**src/rtl/ex_muldiv_unit.sv**
```systemverilog
// Iterative RV32M multiply/divide execute unit with valid/ready handshakes, tag passthrough and flush.
// Optional macro MULDIV_EARLY_OUT_EN ends a multiply once the remaining multiplier bits are all zero.
module ex_muldiv_unit #(
  parameter int XLEN    = 32,
  parameter int MUL_BPC = 2,
  parameter int TAG_W   = 5
) (
  input  logic             clk,
  input  logic             rst,
  input  logic             flush,
  input  logic             in_valid,
  output logic             in_ready,
  input  logic [2:0]       in_funct3,
  input  logic [XLEN-1:0]  in_opa,
  input  logic [XLEN-1:0]  in_opb,
  input  logic [TAG_W-1:0] in_tag,
  output logic             out_valid,
  input  logic             out_ready,
  output logic [XLEN-1:0]  out_result,
  output logic [TAG_W-1:0] out_tag,
  output logic             busy
);

  localparam int CNT_W    = $clog2(XLEN + 1);
  localparam int MUL_ITER = XLEN / MUL_BPC;

  typedef enum logic [2:0] {
    S_IDLE,
    S_MUL,
    S_DIV,
    S_FIX,
    S_DONE
  } state_e;

  state_e              state_q, state_d;
  logic [2:0]          funct3_q, funct3_d;
  logic [TAG_W-1:0]    tag_q, tag_d;
  logic [XLEN-1:0]     a_q, a_d;
  logic [XLEN-1:0]     b_q, b_d;
  logic [2*XLEN-1:0]   mcand_q, mcand_d;
  logic [2*XLEN-1:0]   acc_q, acc_d;
  logic [CNT_W-1:0]    cnt_q, cnt_d;
  logic                q_neg_q, q_neg_d;
  logic                r_neg_q, r_neg_d;
  logic                mul_corr_q, mul_corr_d;
  logic                out_valid_q, out_valid_d;
  logic [XLEN-1:0]     out_result_q, out_result_d;
  logic [TAG_W-1:0]    out_tag_q, out_tag_d;

  logic                accept;
  logic                is_div;
  logic                signed_div;
  logic                signed_mul_a;
  logic                a_neg;
  logic                b_neg;
  logic                div_zero;
  logic                div_ovf;
  logic                mul_skip;
  logic [2*XLEN-1:0]   mul_sum;
  logic [2*XLEN-1:0]   mul_fixed;
  logic [XLEN:0]       div_diff;
  logic [XLEN-1:0]     quot;
  logic [XLEN-1:0]     rem;

  assign in_ready   = (state_q == S_IDLE) && !flush;
  assign busy       = (state_q != S_IDLE);
  assign out_valid  = out_valid_q;
  assign out_result = out_result_q;
  assign out_tag    = out_tag_q;

  assign accept       = in_valid && in_ready;
  assign is_div       = in_funct3[2];
  assign signed_div   = in_funct3[2] && !in_funct3[0];
  assign signed_mul_a = !in_funct3[2] && (in_funct3[1] ^ in_funct3[0]);
  assign a_neg        = in_opa[XLEN-1];
  assign b_neg        = in_opb[XLEN-1];
  assign div_zero     = (in_opb == '0);
  assign div_ovf      = signed_div && (in_opa == {1'b1, {(XLEN-1){1'b0}}}) && (&in_opb);

`ifdef MULDIV_EARLY_OUT_EN
  assign mul_skip = (b_q == '0);
`else
  assign mul_skip = 1'b0;
`endif

  // Multiplicand shifted into place for each set bit of the current multiplier digit.
  always_comb begin
    mul_sum = acc_q;
    for (int i = 0; i < MUL_BPC; i++) begin
      if (b_q[i]) begin
        mul_sum = mul_sum + (mcand_q << i);
      end
    end
  end

  // Only XLEN multiplier bits are iterated; a negative signed rs2 is fixed up by subtracting opa<<XLEN.
  assign mul_fixed = acc_q - (mul_corr_q ? {a_q, {XLEN{1'b0}}} : {(2*XLEN){1'b0}});
  assign div_diff  = acc_q[2*XLEN-1:XLEN-1] - {1'b0, b_q};
  assign quot      = q_neg_q ? -acc_q[XLEN-1:0] : acc_q[XLEN-1:0];
  assign rem       = r_neg_q ? -acc_q[2*XLEN-1:XLEN] : acc_q[2*XLEN-1:XLEN];

  always_comb begin
    state_d      = state_q;
    funct3_d     = funct3_q;
    tag_d        = tag_q;
    a_d          = a_q;
    b_d          = b_q;
    mcand_d      = mcand_q;
    acc_d        = acc_q;
    cnt_d        = cnt_q;
    q_neg_d      = q_neg_q;
    r_neg_d      = r_neg_q;
    mul_corr_d   = mul_corr_q;
    out_valid_d  = out_valid_q;
    out_result_d = out_result_q;
    out_tag_d    = out_tag_q;

    case (state_q)
      S_IDLE: begin
        if (accept) begin
          funct3_d = in_funct3;
          tag_d    = in_tag;
          a_d      = in_opa;
          if (is_div && (div_zero || div_ovf)) begin
            if (div_zero) begin
              out_result_d = in_funct3[1] ? in_opa : {XLEN{1'b1}};
            end else begin
              out_result_d = in_funct3[1] ? {XLEN{1'b0}} : in_opa;
            end
            out_tag_d   = in_tag;
            out_valid_d = 1'b1;
            state_d     = S_DONE;
          end else if (is_div) begin
            b_d     = (signed_div && b_neg) ? -in_opb : in_opb;
            acc_d   = {{XLEN{1'b0}}, ((signed_div && a_neg) ? -in_opa : in_opa)};
            cnt_d   = CNT_W'(XLEN - 1);
            q_neg_d = signed_div && (a_neg ^ b_neg);
            r_neg_d = signed_div && a_neg;
            state_d = S_DIV;
          end else begin
            mcand_d    = {{XLEN{signed_mul_a && a_neg}}, in_opa};
            b_d        = in_opb;
            acc_d      = '0;
            cnt_d      = CNT_W'(MUL_ITER - 1);
            mul_corr_d = (in_funct3 == 3'b001) && b_neg;
            state_d    = S_MUL;
          end
        end
      end

      S_MUL: begin
        if (mul_skip) begin
          state_d = S_FIX;
        end else begin
          acc_d   = mul_sum;
          mcand_d = mcand_q << MUL_BPC;
          b_d     = b_q >> MUL_BPC;
          cnt_d   = cnt_q - 1'b1;
          if (cnt_q == '0) begin
            state_d = S_FIX;
          end
        end
      end

      // Restoring step: trial-subtract the divisor from the shifted partial remainder.
      S_DIV: begin
        if (!div_diff[XLEN]) begin
          acc_d = {div_diff[XLEN-1:0], acc_q[XLEN-2:0], 1'b1};
        end else begin
          acc_d = {acc_q[2*XLEN-2:0], 1'b0};
        end
        cnt_d = cnt_q - 1'b1;
        if (cnt_q == '0) begin
          state_d = S_FIX;
        end
      end

      S_FIX: begin
        case (funct3_q)
          3'b000:                 out_result_d = mul_fixed[XLEN-1:0];
          3'b001, 3'b010, 3'b011: out_result_d = mul_fixed[2*XLEN-1:XLEN];
          3'b100, 3'b101:         out_result_d = quot;
          default:                out_result_d = rem;
        endcase
        out_tag_d   = tag_q;
        out_valid_d = 1'b1;
        state_d     = S_DONE;
      end

      S_DONE: begin
        if (out_ready) begin
          out_valid_d = 1'b0;
          state_d     = S_IDLE;
        end
      end

      default: begin
        out_valid_d = 1'b0;
        state_d     = S_IDLE;
      end
    endcase

    if (flush) begin
      out_valid_d = 1'b0;
      state_d     = S_IDLE;
    end
  end

  always_ff @(posedge clk) begin
    if (rst) begin
      state_q      <= S_IDLE;
      funct3_q     <= '0;
      tag_q        <= '0;
      a_q          <= '0;
      b_q          <= '0;
      mcand_q      <= '0;
      acc_q        <= '0;
      cnt_q        <= '0;
      q_neg_q      <= 1'b0;
      r_neg_q      <= 1'b0;
      mul_corr_q   <= 1'b0;
      out_valid_q  <= 1'b0;
      out_result_q <= '0;
      out_tag_q    <= '0;
    end else begin
      state_q      <= state_d;
      funct3_q     <= funct3_d;
      tag_q        <= tag_d;
      a_q          <= a_d;
      b_q          <= b_d;
      mcand_q      <= mcand_d;
      acc_q        <= acc_d;
      cnt_q        <= cnt_d;
      q_neg_q      <= q_neg_d;
      r_neg_q      <= r_neg_d;
      mul_corr_q   <= mul_corr_d;
      out_valid_q  <= out_valid_d;
      out_result_q <= out_result_d;
      out_tag_q    <= out_tag_d;
    end
  end

endmodule

```
**config.mk**
```make
export PLATFORM = sky130hd
export DESIGN_NAME = ex_muldiv_unit
export DESIGN_NICKNAME = d
export VERILOG_FILES = /design/src/rtl/ex_muldiv_unit.sv
export SDC_FILE = /design/constraint.sdc
export NUM_CORES = 1
export LEC_CHECK = 0
export ABC_AREA = 0
export CELL_PAD_IN_SITES_DETAIL_PLACEMENT = 0
export CELL_PAD_IN_SITES_GLOBAL_PLACEMENT = 1
export CORE_MARGIN = 2
export CORE_UTILIZATION = 46
export CTS_CLUSTER_SIZE = 30
export DETAILED_ROUTE_END_ITERATION = 10
export PLACE_DENSITY_LB_ADDON = 0.12
export SYNTH_ARGS = -nofsm -noshare
export SYNTH_HDL_FRONTEND = slang
export SYNTH_SLANG_ARGS = --single-unit
```
**constraint.sdc**
```tcl
create_clock -name clk -period 7 [get_ports clk]
set_clock_uncertainty 0.05 [all_clocks]
set_input_delay 2.1 -clock clk [delete_from_list [all_inputs] [get_ports clk]]
set_output_delay 2.1 -clock clk [all_outputs]
set_load 0.05 [all_outputs]
```
==> metrics.md <==
| Metric | Value |
|---|---|
| Synth Cell Area | about 27000 um2 |
| CTS root buffer | clkbuf_16 |
| Most frequent cell after synthesis | nand2_1 |
| Setup TNS Final | 0 ns |
| Worst Hold Class | flip-flop to flip-flop |
| Global-route wire length before repair | 167000 um |
| Hold Vio Cnt, Final | 0 |
| Syn Nets | about 4000 |
| Worst-path maximum fanout | 7 |
| Final core utilization | 0.522 |
| Drt pass-1 iters | 7 |
| VDD IR max | 0.000181 V |
| Cell Pwr Density | slightly below 200 nW/um2 |
| Layout fillers | 5730 |
| Placed insts | 4471 |
| Die Y | 244 um |
| Die span in x | 244 um |
| H-tree Lvls | 2 |
| Initial cell density of the core | 0.462 |
| Ranking of synthesized cells by area | dfxtp_1 (19%), ha_1 (9.7%), a21oi_1 (8.0%), nand2_1 (6.6%), nor2_1 (5.6%) |
| Register bit total from synthesis | 250 |
| Syn Area/Cell | 7.12 um2 |
| Max Cap Viol | 0 |
| Clock Sink Count | 250 |
| Clock Latency Late Sink | 0.57 ns |
| Final Non-Filler Cells | 4533 |
| Die Area | 59600 um2 |
| Gr ovfl total | 0 |
| Met1 Wirelength | ~43000 um |
| Area Overhead vs Synth | 12.8% |
| Clock tree buffer depth | 3 |
| Highest Signal Layer | met4 |
| Final critical-path share of the clock period | 0.947 |
| Vias per std cell | roughly 6.5 |
| Largest net degree at the start of global routing | 139 |
| Top FF cell, synth | dfxtp_1 |
| Final setup viols | 0 |
| Drt drc | 0 |
| DR WL met3 | approximately 8300 um |
| Wire length per cell | 24.5 um |
| Core area | 57400 um2 |
| CTS tree | yes |
| Sequential standard cell area | ~5000 um2 |
| Fmax | 151 MHz |
| Ports | about 120 |
| Total Wirelength | 111000 um |
| Row count | 88 |
| IO Port Bufs | 116 |
| Element type at the critical path start | flip-flop |
| Layout cell share with drive strength beyond 1 | 0.0810 |
| Synth warnings | 0 |
| Mapped Cells | 3722 |
| Area of the multi-input gates | 20200 um2 |
| Top cells by count, synth | nand2_1 (467), a21oi_1 (422), nor2_1 (396) |
| Vias | 29390 |
| Setup CP Type | flip-flop to flip-flop |
| Period minus WS final | 6.63 ns |
| Count of different cell masters after synthesis | 94 |
| Initial drt markers | 3112 |
| Post-DP HPWL | between 80000 and 90000 um |
| Top-area cell type share of the netlist area | 0.189 |
| Asr flop ratio synth | 0 |
| Worst slew pin tran | 1.05 ns |
| Lkg Pwr | 12.0 nW |
| Initial antenna violation count | 2 |
| Clock-pin slew on the worst setup and hold paths | ~0.060 ns |
| Setup crit end kind | flip-flop |
| Final Max Tran Viols | 0 |
| Relative slew slack | 0.299 |
| Hold_buf cts | 0 |
| Design Power | 5.87 mW |
| Gr usage total | 0.360 |
| CTS Buf Count | 34 |
| Worst path required time | 7.40 ns |
| GP Congestion | between 1 and 1.5 |
| Design Area, Final | 29900 um2 |
| Yosys top cell by area | dfxtp_1 |
| Vias in the first global route | about 28000 |
| Met2 wire len | 51600 um |
| Worst Path Arrival | 7.03 ns |
| Detail Route Antenna Nets | 0 |
| Nets | 4029 |
| Status | completed |
| EDFF count, synth | 0 |
| DP Area | between 20000 and 30000 um2 |
| Seq/Total Area, Yosys | 0.189 |
| Unrepaired setup endpoints after global routing | false |
[metal layers]
metal	track usage	up-vias
met5	0	-
met4	0.230	0
met3	0.0603	358
met2	0.603	1403
met1	0.427	13968
li1	-	13661
[metrics by stage]
| step | setup slack [ns] | hold WS [ns] |
|---|---|---|
| CTS | 0.286 | 0.406 |
| global route | 0.0242 | 0.422 |
| finish | 0.370 | 0.407 |
| floorplan | 1.25 | 0.382 |
| detailed placement | 0.332 | 0.398 |
| global placement | 0.461 | 0.391 |
[layout make-up]
class / instances / area share
well taps: 765 / 0.0320
inverters: 114 / 0.0143
diodes: 3 / 0.000251
flip-flops and latches: 250 / 0.167
repair buffers: 226 / 0.0686
clock inverters: 13 / 0.00757
clock buffers: 46 / 0.0338
multi-input cells: 3116 / 0.676
[power breakdown]
part | total (mW) | switching, mW | internal, mW
logic | 2.23 | 1.36 | 0.871
clock network | 2.00 | 0.766 | 1.23
registers | 1.64 | 0.126 | 1.51
total | 5.87 | 2.25 | 3.62
[cell usage in the layout, fill, tap and decap left out, drive strengths merged, types with 94 or more instances in the layout]
| master | synthesis | final |
|---|---|---|
| a21oi | 423 | 423 |
| buf | 43 | 110 |
| clkdlybuf4s50 | 0 | 115 |
| dfxtp | 250 | 250 |
| ha | 206 | 206 |
| inv | 112 | 113 |
| nand2 | 468 | 468 |
| nor2 | 397 | 397 |
| nor3 | 94 | 94 |
| o21ai | 227 | 227 |
| xnor2 | 161 | 161 |
| xor2 | 100 | 100 |
[registers in the layout, indices dropped and copies added, names as in the netlist, 3 cells and up]
name,flops
mcand_q,64
a_q,32
funct3_q,3
b_q,32
state_q,3
cnt_q,6
out_tag,5
tag_q,5
acc_q,64
out_result,32
[critical path, stage by stage, from the launching register on]
cell and delay (ns):
dfxtp_1 0.47, ha_1 0.34, a21o_1 0.20, a21oi_1 0.23, a211oi_1 0.16, o31ai_1 0.54
a311oi_1 0.19, buf_4 0.19, a2111oi_4 0.52, o21ai_0 0.32, a22o_1 0.29, o31ai_1 0.49
ha_1 0.44, a21oi_1 0.25, o21bai_1 0.09, a21oi_1 0.32, nor2b_1 0.09, o21a_1 0.17
o21ai_0 0.14, nand2b_1 0.07, a221oi_1 0.26, o21ai_0 0.19, xor2_1 0.18, a22oi_1 0.22
a31oi_1 0.10
[timing repair]
item                                    in CTS  in global routing
endpoints found under the setup margin       0                  7
endpoints found under the hold margin        0                  0
gates resized for setup                      0                  4
buffers inserted                             0                  0
[path summary, 6_finish.rpt]
| kind | start | endpoint | slack [ns] | cells after the start |
|---|---|---|---|---|
| worst max-delay path | acc_q[3] | acc_q[60] | 0.37 | 24 |
| worst min-delay path | out_result[24] | out_result[24] | 0.41 | 2 |
| worst max register to register | acc_q[3] | acc_q[60] | 0.37 | 24 |
| worst min register to register | out_result[24] | out_result[24] | 0.41 | 2 |
[cell families after synthesis]
group / synth area share
compound gates: 0.314
xor+xnor: 0.0865
fa+ha+maj: 0.107
buf+inv: 0.0534
flops: 0.189
mux: 0.0359
simple gates: 0.215
Power figures use the tool's default switching activity.
